==> src/rtl/count_pulse_gen_if.sv <==
// count_pulse_gen_if
//   Groups the button-conditioner signals into one bundle.
//   master : drives the raw inputs (btn_in, dir_in, repeat_en), observes outputs
//   slave  : the conditioner; consumes raw inputs, drives inc/up_down_sel/pressed
//   btn_in      raw asynchronous button, high = pressed
//   dir_in      raw asynchronous direction switch, 1 = down
//   repeat_en   synchronous auto-repeat enable
//   inc         single-cycle count impulse
//   up_down_sel registered direction, frozen during a press
//   pressed     high while the button is accepted as held
interface count_pulse_gen_if;
    logic btn_in;
    logic dir_in;
    logic repeat_en;
    logic inc;
    logic up_down_sel;
    logic pressed;

    modport master (
        output btn_in,
        output dir_in,
        output repeat_en,
        input  inc,
        input  up_down_sel,
        input  pressed
    );

    modport slave (
        input  btn_in,
        input  dir_in,
        input  repeat_en,
        output inc,
        output up_down_sel,
        output pressed
    );
endinterface

==> src/rtl/count_pulse_gen.sv <==
// count_pulse_gen
//   Turns a bouncy push-button and a raw direction switch into clean
//   single-cycle inc pulses and a stable up_down_sel for the counter,
//   with optional auto-repeat while the button is held.
//   Ports:
//     clk    system clock
//     rst_n  asynchronous active-low reset
//     bus    count_pulse_gen_if.slave (btn_in, dir_in, repeat_en in;
//            inc, up_down_sel, pressed out)
//   All outputs are registered.
module count_pulse_gen #(
    parameter int SYNC_STAGES     = 2,
    parameter int DEBOUNCE_CYCLES = 16,
    parameter int REPEAT_DELAY    = 64,
    parameter int REPEAT_PERIOD   = 16,
    parameter int TIMER_W         = 8
) (
    input  logic             clk,
    input  logic             rst_n,
    count_pulse_gen_if.slave bus
);

    localparam logic [2:0] IDLE      = 3'd0;
    localparam logic [2:0] DEB_PRESS = 3'd1;
    localparam logic [2:0] HELD      = 3'd2;
    localparam logic [2:0] REPEAT    = 3'd3;
    localparam logic [2:0] DEB_REL   = 3'd4;

    localparam logic [TIMER_W-1:0] DEB_LAST    = TIMER_W'(DEBOUNCE_CYCLES - 1);
    localparam logic [TIMER_W-1:0] DELAY_LAST  = TIMER_W'(REPEAT_DELAY - 1);
    localparam logic [TIMER_W-1:0] PERIOD_LAST = TIMER_W'(REPEAT_PERIOD - 1);
    localparam logic [TIMER_W-1:0] TIMER_ONE   = TIMER_W'(1);

    // ------------------------------------------------------------------
    // Input synchronizers: bit 0 samples the pin, the top bit is used.
    // ------------------------------------------------------------------
    logic [SYNC_STAGES-1:0] btn_sync_reg;
    logic [SYNC_STAGES-1:0] dir_sync_reg;
    logic                   btn_s;
    logic                   dir_s;

    always_ff @(posedge clk or negedge rst_n) begin
        if (!rst_n) begin
            btn_sync_reg <= '0;
            dir_sync_reg <= '0;
        end else begin
            btn_sync_reg <= {btn_sync_reg[SYNC_STAGES-2:0], bus.btn_in};
            dir_sync_reg <= {dir_sync_reg[SYNC_STAGES-2:0], bus.dir_in};
        end
    end

    assign btn_s = btn_sync_reg[SYNC_STAGES-1];
    assign dir_s = dir_sync_reg[SYNC_STAGES-1];

    // ------------------------------------------------------------------
    // FSM and shared timer
    // ------------------------------------------------------------------
    logic [2:0]         state_reg;
    logic [2:0]         state_next;
    logic [TIMER_W-1:0] timer_reg;
    logic [TIMER_W-1:0] timer_next;
    logic               inc_reg;
    logic               inc_next;
    logic               up_down_sel_reg;
    logic               pressed_reg;

    always_comb begin
        state_next = state_reg;
        timer_next = timer_reg;
        inc_next   = 1'b0;
        case (state_reg)
            IDLE: begin
                if (btn_s) begin
                    state_next = DEB_PRESS;
                    timer_next = '0;
                end
            end
            DEB_PRESS: begin
                if (!btn_s) begin
                    state_next = IDLE;
                    timer_next = '0;
                end else if (timer_reg == DEB_LAST) begin
                    state_next = HELD;
                    inc_next   = 1'b1;
                    timer_next = '0;
                end else begin
                    timer_next = timer_reg + TIMER_ONE;
                end
            end
            HELD: begin
                if (!btn_s) begin
                    state_next = DEB_REL;
                    timer_next = '0;
                end else if (bus.repeat_en && (timer_reg >= DELAY_LAST) && !inc_reg) begin
                    // !inc_reg keeps pulses apart when REPEAT_DELAY is 1
                    state_next = REPEAT;
                    inc_next   = 1'b1;
                    timer_next = '0;
                end else if (timer_reg < DELAY_LAST) begin
                    // Saturate so a late repeat_en fires on the next edge
                    timer_next = timer_reg + TIMER_ONE;
                end
            end
            REPEAT: begin
                if (!btn_s) begin
                    state_next = DEB_REL;
                    timer_next = '0;
                end else if (!bus.repeat_en) begin
                    // Pause: timer holds, pulsing resumes from here
                    timer_next = timer_reg;
                end else if (timer_reg == PERIOD_LAST) begin
                    // With REPEAT_PERIOD = 1 the guard stretches the period
                    // to two cycles so inc never stays high back to back.
                    if (!inc_reg) begin
                        inc_next   = 1'b1;
                        timer_next = '0;
                    end
                end else begin
                    timer_next = timer_reg + TIMER_ONE;
                end
            end
            DEB_REL: begin
                if (btn_s) begin
                    // Bounce during release restarts the quiet window
                    timer_next = '0;
                end else if (timer_reg == DEB_LAST) begin
                    state_next = IDLE;
                    timer_next = '0;
                end else begin
                    timer_next = timer_reg + TIMER_ONE;
                end
            end
            default: begin
                state_next = IDLE;
                timer_next = '0;
            end
        endcase
    end

    always_ff @(posedge clk or negedge rst_n) begin
        if (!rst_n) begin
            state_reg       <= IDLE;
            timer_reg       <= '0;
            inc_reg         <= 1'b0;
            up_down_sel_reg <= 1'b0;
            pressed_reg     <= 1'b0;
        end else begin
            state_reg   <= state_next;
            timer_reg   <= timer_next;
            inc_reg     <= inc_next;
            pressed_reg <= (state_next == HELD) || (state_next == REPEAT);
            // Direction tracks the switch only while idle, so it is frozen
            // for the whole press / repeat burst.
            if (state_reg == IDLE) begin
                up_down_sel_reg <= dir_s;
            end
        end
    end

    assign bus.inc         = inc_reg;
    assign bus.up_down_sel = up_down_sel_reg;
    assign bus.pressed     = pressed_reg;

endmodule
==> src/flat_wrapper.sv <==
// flat-port wrapper written by rule: the top's interface ports become plain ports
module count_pulse_gen_flat 
#(
    parameter int SYNC_STAGES     = 2,
    parameter int DEBOUNCE_CYCLES = 16,
    parameter int REPEAT_DELAY    = 64,
    parameter int REPEAT_PERIOD   = 16,
    parameter int TIMER_W         = 8
)
  (clk, rst_n, bus_btn_in, bus_dir_in, bus_repeat_en, bus_inc, bus_up_down_sel, bus_pressed);
  count_pulse_gen_if bus_i ();
  input  logic clk;
  input  logic rst_n;
  input wire logic [$bits(bus_i.btn_in)-1:0] bus_btn_in;
  input wire logic [$bits(bus_i.dir_in)-1:0] bus_dir_in;
  input wire logic [$bits(bus_i.repeat_en)-1:0] bus_repeat_en;
  output wire logic [$bits(bus_i.inc)-1:0] bus_inc;
  output wire logic [$bits(bus_i.up_down_sel)-1:0] bus_up_down_sel;
  output wire logic [$bits(bus_i.pressed)-1:0] bus_pressed;
  assign bus_i.btn_in = bus_btn_in;
  assign bus_i.dir_in = bus_dir_in;
  assign bus_i.repeat_en = bus_repeat_en;
  assign bus_inc = bus_i.inc;
  assign bus_up_down_sel = bus_i.up_down_sel;
  assign bus_pressed = bus_i.pressed;
  count_pulse_gen #(.SYNC_STAGES(SYNC_STAGES), .DEBOUNCE_CYCLES(DEBOUNCE_CYCLES), .REPEAT_DELAY(REPEAT_DELAY), .REPEAT_PERIOD(REPEAT_PERIOD), .TIMER_W(TIMER_W)) u_core (.clk(clk), .rst_n(rst_n), .bus(bus_i));
endmodule
==> config.mk <==
export PLATFORM = sky130hd
export DESIGN_NAME = count_pulse_gen_flat
export DESIGN_NICKNAME = d
export VERILOG_FILES = /design/src/rtl/count_pulse_gen_if.sv /design/src/rtl/count_pulse_gen.sv /design/src/flat_wrapper.sv
export SDC_FILE = /design/constraint.sdc
export NUM_CORES = 1
export LEC_CHECK = 0
export ABC_AREA = 1
export CAP_MARGIN = 20
export CORE_ASPECT_RATIO = 2
export CORE_MARGIN = 2
export CORE_UTILIZATION = 41
export CTS_CLUSTER_DIAMETER = 120
export DETAILED_ROUTE_END_ITERATION = 10
export SYNTH_ARGS = -nofsm -noshare
export SYNTH_HDL_FRONTEND = slang
export SYNTH_SLANG_ARGS = --single-unit
==> constraint.sdc <==
create_clock -name clk -period 1.7 [get_ports clk]
set_input_delay 0.34 -clock clk [delete_from_list [all_inputs] [get_ports clk]]
set_output_delay 0.34 -clock clk [all_outputs]
set_load 0.05 [all_outputs]
==> summary.txt, run 1 <==
Finish
  • Synth-to-layout area growth: 16.9%
  • Final std cells w/o fill: between 150 and 200
  • Number of fill cells in the layout: approximately 240
  • Largest register FFs: 8
  • NumNets Final: 165
  • Antenna Cells: 0
  • Share of layout cells above drive strength 1: 20.9%
  • Fin util: ~50%

Global routing
  • Grt total ovfl: 0
  • Largest net degree at the start of global routing: 19
  • Global-route wire length before repair: between 3000 and 4000 um
  • Vias in the first global route: 945
  • GRT Overall Usage: between 10% and 20%
  • Initial antenna violation count: 0

Place
  • Inst Count DP: between 150 and 200
  • Post-place setup slack: -46.4 ps
  • IO Port Bufs: 7
  • Dpl hpwl: about 1900 um
  • GP Congestion: just under 0.9

Timing
  • Unrepaired setup endpoints after global routing: false
  • Clock Skew: around 4.5 ps
  • Final setup vio count: 0
  • Fin. max-slew vios: 0
  • Fin crit share: 90.2%
  • Max-slew headroom: 80.7%
  • Worst-margin pin slew: between 200 and 300 ps
  • FMAX: between 600 and 700 MHz
  • Post-route setup slack: around 170 ps
  • Final TNS setup: 0 ps
  • Tmin final: 1530 ps
  • Final Hold Fails: 0

Setup path
  • Critical path endpoint category: register
  • R2r setup slk: around 170 ps
  • Slowest cell on crit path: dfrtp_1
  • Worst EP required: between 1500 and 2000 ps
  • Crit start category: register
  • Crit-path cells: ha_2 -> nand3_2 -> o21ai_2 -> nand2_1 -> nand2_1 -> o21ai_2 -> nand2_1 -> nand2_1 -> nand2_1 -> inv_1
  • Reg2reg path depth: 10
  • Critical path buffers and inverters: 1
  • Critical-path maximum fanout: 6
  • Crit Reg-Reg Startpoint: u_core.timer_reg[1]
  • CP top delay family: simple AND/OR/NAND/NOR gates
  • Critical R2R Capture: u_core.timer_reg[6]
  • Worst path max stage delay: between 300 and 400 ps
  • WP data arrival: ~1700 ps
  • Crit Path Class: reg2reg
  • Most used cell, CP: nand2_1

Pwr
  • Cell Int Power: between 0.0006 and 0.0007 W
  • Clock network fraction of total power: between 30% and 40%
  • Comb power frac: between 10 and 15%
  • Power per standard cell area: 724 nW/um^2
  • Register share of total power: roughly half
  • Leakage power: 0.675 nW
  • Switch Pwr: about 0.00022 W
  • Worst vdd ir: ~0.58 mV
  • Switching share of power: 24.3%

Worst hold path
  • Hold Path Class: reg2reg
  • Hold path cells: 0
  • Hold Path End: u_core.btn_sync_reg[1]
  • Worst hold path startpoint: u_core.btn_sync_reg[0]

Synthesis
  • Post-Syn Instances: around 140
  • Synthesis Warnings: 0
  • Synth unique cells: 25
  • Largest area contributor in the netlist: dfrtp_1
  • Synth top area cells: dfrtp_1 42%, nand2_1 15%, inv_1 7.3%
  • Post-Syn Nets: 150
  • Sequential-to-total area share from yosys stat: 41.9%
  • Top cell type's share of synthesized area: approximately two fifths
  • #FFs+latches synth: 18
  • Synth Area per Inst: approximately 7.5 um^2
  • Mapped Area: 1080 um^2

Floorplan
  • Die Wd: a little over 40 um
  • Die footprint: approximately 3000 um^2
  • Chip height: between 70 and 80 um
  • Placement Rows: 26
  • Initial Util: a little over two fifths
  • Core area: 2540 um^2
  • # IOs: 8

Job
  • Max cap viols: 0

Route
  • Vias/cell: 5.03
  • DR iter-0 viols: 26
  • Final WL: 2290 um
  • Total number of vias: 935
  • Final ANT Viol Nets: 0
  • First-pass DRT Iterations: 4
  • Routed WL per cell: approximately 12 um
  • DRC viols: 0

Clocking
  • Max Buffers Root-to-Sink: 2
  • TritonCTS clock tree: done
  • CTS Buf Count: 3
  • Clk Latency, worst-skew pair: approximately 250 ps
  • Clk sink count: 18
  • # hold bufs at CTS: 0
  • H-tree levels: 1
  • CTS Root Cell: clkbuf_8
  • Worst-path clk slew: around 70 ps
  • Post-CTS setup repair buffer count: 0

Status
  • Status: finished clean
==> power groups by stage <==
stage	Sequential [W]	Clock [W]	Combinational (W)
after floorplan	0.000469	0	0.0000599
after global placement	0.000464	0	0.000104
after detailed placement	0.000465	0	0.000107
after CTS	0.000457	0.000358	0.000108
after global routing	0.000458	0.000384	0.000119
final	0.000457	0.000348	0.000106
==> placed cells by master (no fill, tap or decap), drive strengths merged <==
| cell type | synthesis | routed |
|---|---|---|
| nand2 | 45 | 45 |
| inv | 27 | 27 |
| dfrtp | 18 | 18 |
| nor2 | 18 | 18 |
| nand3 | 10 | 10 |
| nand4 | 8 | 8 |
| buf | 1 | 7 |
| o21ai | 7 | 7 |
| clkbuf | 0 | 4 |
| clkdlybuf4s50 | 0 | 4 |
| a31oi | 2 | 2 |
| o21a | 2 | 2 |
| a21oi | 1 | 1 |
| o211ai | 1 | 1 |
| nor3 | 1 | 1 |
| xor2 | 1 | 1 |
| mux2 | 1 | 1 |
| ha | 1 | 1 |
==> cell usage after synthesis (all sizes together) <==
| library cell | number |
|---|---|
| nor3 | 1 |
| nand2 | 45 |
| a21oi | 1 |
| mux2 | 1 |
| nor2 | 18 |
| inv | 27 |
| xor2 | 1 |
| buf | 1 |
| nand4 | 8 |
| nand3 | 10 |
| dfrtp | 18 |
| ha | 1 |
| o21a | 2 |
| a31oi | 2 |
| o211ai | 1 |
| o21ai | 7 |
==> worst max-delay path by stage <==
stage	startpoint	to	slack (ps)	cells past startpoint
floorplan	u_core.bus.inc	u_core.timer_reg[5]	250	8
global placement	bus_repeat_en	u_core.timer_reg[7]	-20	10
detailed placement	bus_repeat_en	u_core.timer_reg[2]	-50	10
CTS	u_core.timer_reg[1]	u_core.timer_reg[5]	90	10
global route	u_core.timer_reg[6]	u_core.timer_reg[4]	4	8
finish	u_core.timer_reg[1]	u_core.timer_reg[6]	170	10
==> per-layer routing <==
| metal | track usage [%] | wire, um |
|---|---|---|
| met4 | 11.0 | 72 |
| met1 | 18.6 | 839 |
| met2 | 31.3 | 1330 |
| met3 | 2.62 | 42 |
| met5 | 0 | 0 |
==> cell type report <==
cell class	instances	area [um^2]	share of cell area, %
timing repair buffer	11	92.6	7.36
clock buffer	4	55.1	4.38
sequential	18	450	35.8
inverter	27	104	8.26
multi-input combinational	98	520	41.4
tap	28	35.0	2.79
==> what timing repair did <==
| action | 4_1_cts | 5_1_grt |
|---|---|---|
| setup endpoints to repair | 0 | 5 |
| hold endpoints to repair | 0 | 0 |
| gates resized for setup | 0 | 2 |
==> per-stage QoR <==
stage | area [um^2] | total power, W | hold slack (ps)
after global placement | 1200 | 0.000569 | 335
after floorplan | 1080 | 0.000529 | 44.4
after CTS | 1250 | 0.000922 | 350
after detailed placement | 1200 | 0.000572 | 335
after global routing | 1260 | 0.000962 | 363
final | 1260 | 0.000911 | 349
==> kinds of logic (layout without fill, tap and decap cells) <==
kind of cell,Yosys count,count (layout),synth area share [%]
simple gates,82,82,37.4
buf+inv,28,42,10.4
flops,18,18,41.9
compound gates,13,13,7.32
fa+ha+maj,1,1,1.16
xor+xnor,1,1,0.814
mux,1,1,1.05
Power figures use the tool's default switching activity.
==> run 2: changes to the inputs <==
--- a/config.mk
+++ b/config.mk
@@ -7,7 +7,6 @@
 export LEC_CHECK = 0
 export ABC_AREA = 1
 export CAP_MARGIN = 20
-export CORE_ASPECT_RATIO = 2
 export CORE_MARGIN = 2
 export CORE_UTILIZATION = 41
 export CTS_CLUSTER_DIAMETER = 120
==> summary.txt, run 2 (synthesized netlist as in run 1, its figures left out) <==
Clocking
  • CTS Buf Count: 3 (unchanged)
  • Clk sink count: 18 (unchanged)
  • Clk Latency, worst-skew pair: 300 ps (+50 ps)
  • Max Buffers Root-to-Sink: 2 (unchanged)
  • TritonCTS clock tree: done
  • H-tree levels: 1 (unchanged)
  • Worst-path clk slew: 110 ps (+40 ps)
  • CTS Root Cell: clkbuf_4
  • Post-CTS setup repair buffer count: 0 (unchanged)

Timing
  • FMAX: 659 MHz (+1.1%)
  • Max-slew headroom: 80.3% (-0.44 points)
  • Unrepaired setup endpoints after global routing: false
  • Worst-margin pin slew: 295 ps (+6.53 ps)
  • Final setup vio count: 0 (unchanged)
  • Tmin final: 1520 ps (-16.8 ps)
  • Final TNS setup: 0 ps (unchanged)
  • Clock Skew: 3.69 ps (-0.770 ps)
  • Fin. max-slew vios: 0 (unchanged)
  • Fin crit share: 89.3% (-0.99 points)
  • Final Hold Fails: 0 (unchanged)
  • Final hold slack: 356 ps (+6.96 ps)

Finish
  • Register cell area after layout: 450 um^2 (unchanged)
  • Synth-to-layout area growth: 14.7%
  • Antenna Cells: 0 (unchanged)
  • NumNets Final: 164 (-0.61%)
  • Largest register FFs: 8 (unchanged)
  • Commonest non-fill, non-tap cell in the layout: nand2_1
  • Number of fill cells in the layout: 255 (+4.5%)
  • Area of the multi-input gates: 520 um^2 (unchanged)
  • Most frequent cells in the layout: 42 x nand2_1, 21 x inv_1, 18 x dfrtp_1, 12 x nor2_1
  • Share of layout cells above drive strength 1: 20.4% (-0.50 points)

Global routing
  • Global-route wire length before repair: 3780 um (-4.0%)
  • GRT Overall Usage: 15.1% (-3.1 points)
  • Grt total ovfl: 0 (unchanged)
  • Initial antenna violation count: 0 (unchanged)
  • Largest net degree at the start of global routing: 19 (unchanged)
  • Vias in the first global route: 915 (-3.2%)

Status
  • Status: finished clean

Route
  • Highest routing layer actually used: met4
  • Routed WL per cell: 11.1 um (-10%)
  • Routed wl met2: 960 um (-28%)
  • DR iter-0 viols: 15 (-42%)
  • Total number of vias: 916 (-2.0%)
  • Metal3 WL: 87 um (+110%)
  • Final WL: 2070 um (-9.5%)
  • M1 WL: 1010 um (+21%)
  • DRC viols: 0 (unchanged)
  • First-pass DRT Iterations: 4 (unchanged)
  • Vias/cell: 4.90 (-2.6%)
  • Final ANT Viol Nets: 0 (unchanged)

Floorplan
  • Die Wd: 55.2 um (+37%)
  • Core area: 2480 um^2 (-2.4%)
  • Placement Rows: 18 (-31%)
  • Die footprint: 3050 um^2 (-0.81%)
  • Initial Util: 43.4% (+1.0 points)
  • Chip height: 55.2 um (-28%)
  • # IOs: 8 (unchanged)

Pwr
  • Worst vdd ir: 0.519 mV (-10%)
  • Leakage power: 0.661 nW (-2.1%)
  • Power per standard cell area: 674 nW/um^2 (-6.9%)

Setup path
  • Critical path endpoint category: register
  • Crit-path cells: ha_2 -> nand3_2 -> o21ai_2 -> nand2_1 -> nand2_1 -> o21ai_2 -> nand2_1 -> nand2_1 -> nand2_1 -> inv_1
  • Crit Path Class: reg2reg
  • WP data arrival: 1720 ps (+30 ps)
  • Worst path max stage delay: 380 ps (about the same)
  • Critical-path maximum fanout: 6 (unchanged)
  • Slowest cell on crit path: dfrtp_1
  • Crit start category: register
  • Most used cell, CP: nand2_1
  • Worst EP required: 1900 ps (+40 ps)

Job
  • Max cap viols: 0 (unchanged)

Worst hold path
  • Hold Path Class: in2async

Place
  • Dpl hpwl: 1610 um (-13%)
  • GP Congestion: 0.861 (-1.6%)
  • IO Port Bufs: 7 (unchanged)
-- run 2: cell count changes in the layout (fill, tap and decap cells not counted), sizes merged --
| cell | change |
|---|---|
| buf | -1 |
-- run 2: final timing paths --
check	from	end	slack, ps	cells after the start
hold reg to reg	u_core.dir_sync_reg[0]	u_core.dir_sync_reg[1]	360	0
max in group asynchronous	rst_n	u_core.btn_sync_reg[1]	1140	2
setup reg to reg	u_core.timer_reg[1]	u_core.timer_reg[5]	180	10
setup / recovery	u_core.timer_reg[1]	u_core.timer_reg[5]	180	10
min in group clk	u_core.dir_sync_reg[0]	u_core.dir_sync_reg[1]	360	0
hold / removal	rst_n	u_core.state_reg[2]	360	2
-- run 2: final cells by class --
class / count / area share (%)
Inverter: 27 / 8.42
Tap cell: 30 / 3.04
Clock buffer: 4 / 2.94
Multi-Input combinational cell: 98 / 42.2
Timing Repair Buffer: 10 / 6.90
Sequential cell: 18 / 36.5
-- run 2: power by group --
group          internal [W]  switching (W)
logic             0.0000382      0.0000649
registers          0.000443      0.0000132
clock network      0.000131       0.000142
-- run 2: through the flow --
step	instance area [um^2]	instances	setup WS (ps)	utilization (%)	power, W
floorplan	1080	144	255	-	0.000529
global placement	1190	183	-25.3	48.1	0.000566
detailed placement	1190	183	-37.4	48.1	0.000568
CTS	1230	187	148	49.5	0.000838
global route	1230	187	10.7	49.8	0.000876
finish	1230	187	183	49.8	0.000832
-- run 2: per-layer routing --
layer  vias to the layer above  global-route usage [%]
li1                        482                       -
met1                       411                    20.2
met2                        21                    25.2
met3                         2                    3.04
met4                         0                    3.48
met5                         -                       0
-- run 2: worst max-delay path, delay by kind of cell (launching register included) --
kind / cells / cell delay, ps
AOI/OAI and AO/OA: 2 / 270
adders and majority gates: 1 / 200
buffers and inverters: 1 / 30
DFF: 1 / 380
and+or+nand+nor: 6 / 530
-- run 2: timing repair --
item	4_1_cts	5_1_grt
hold buffers	0	0
setup endpoints to repair	0	2
resized for setup	0	2
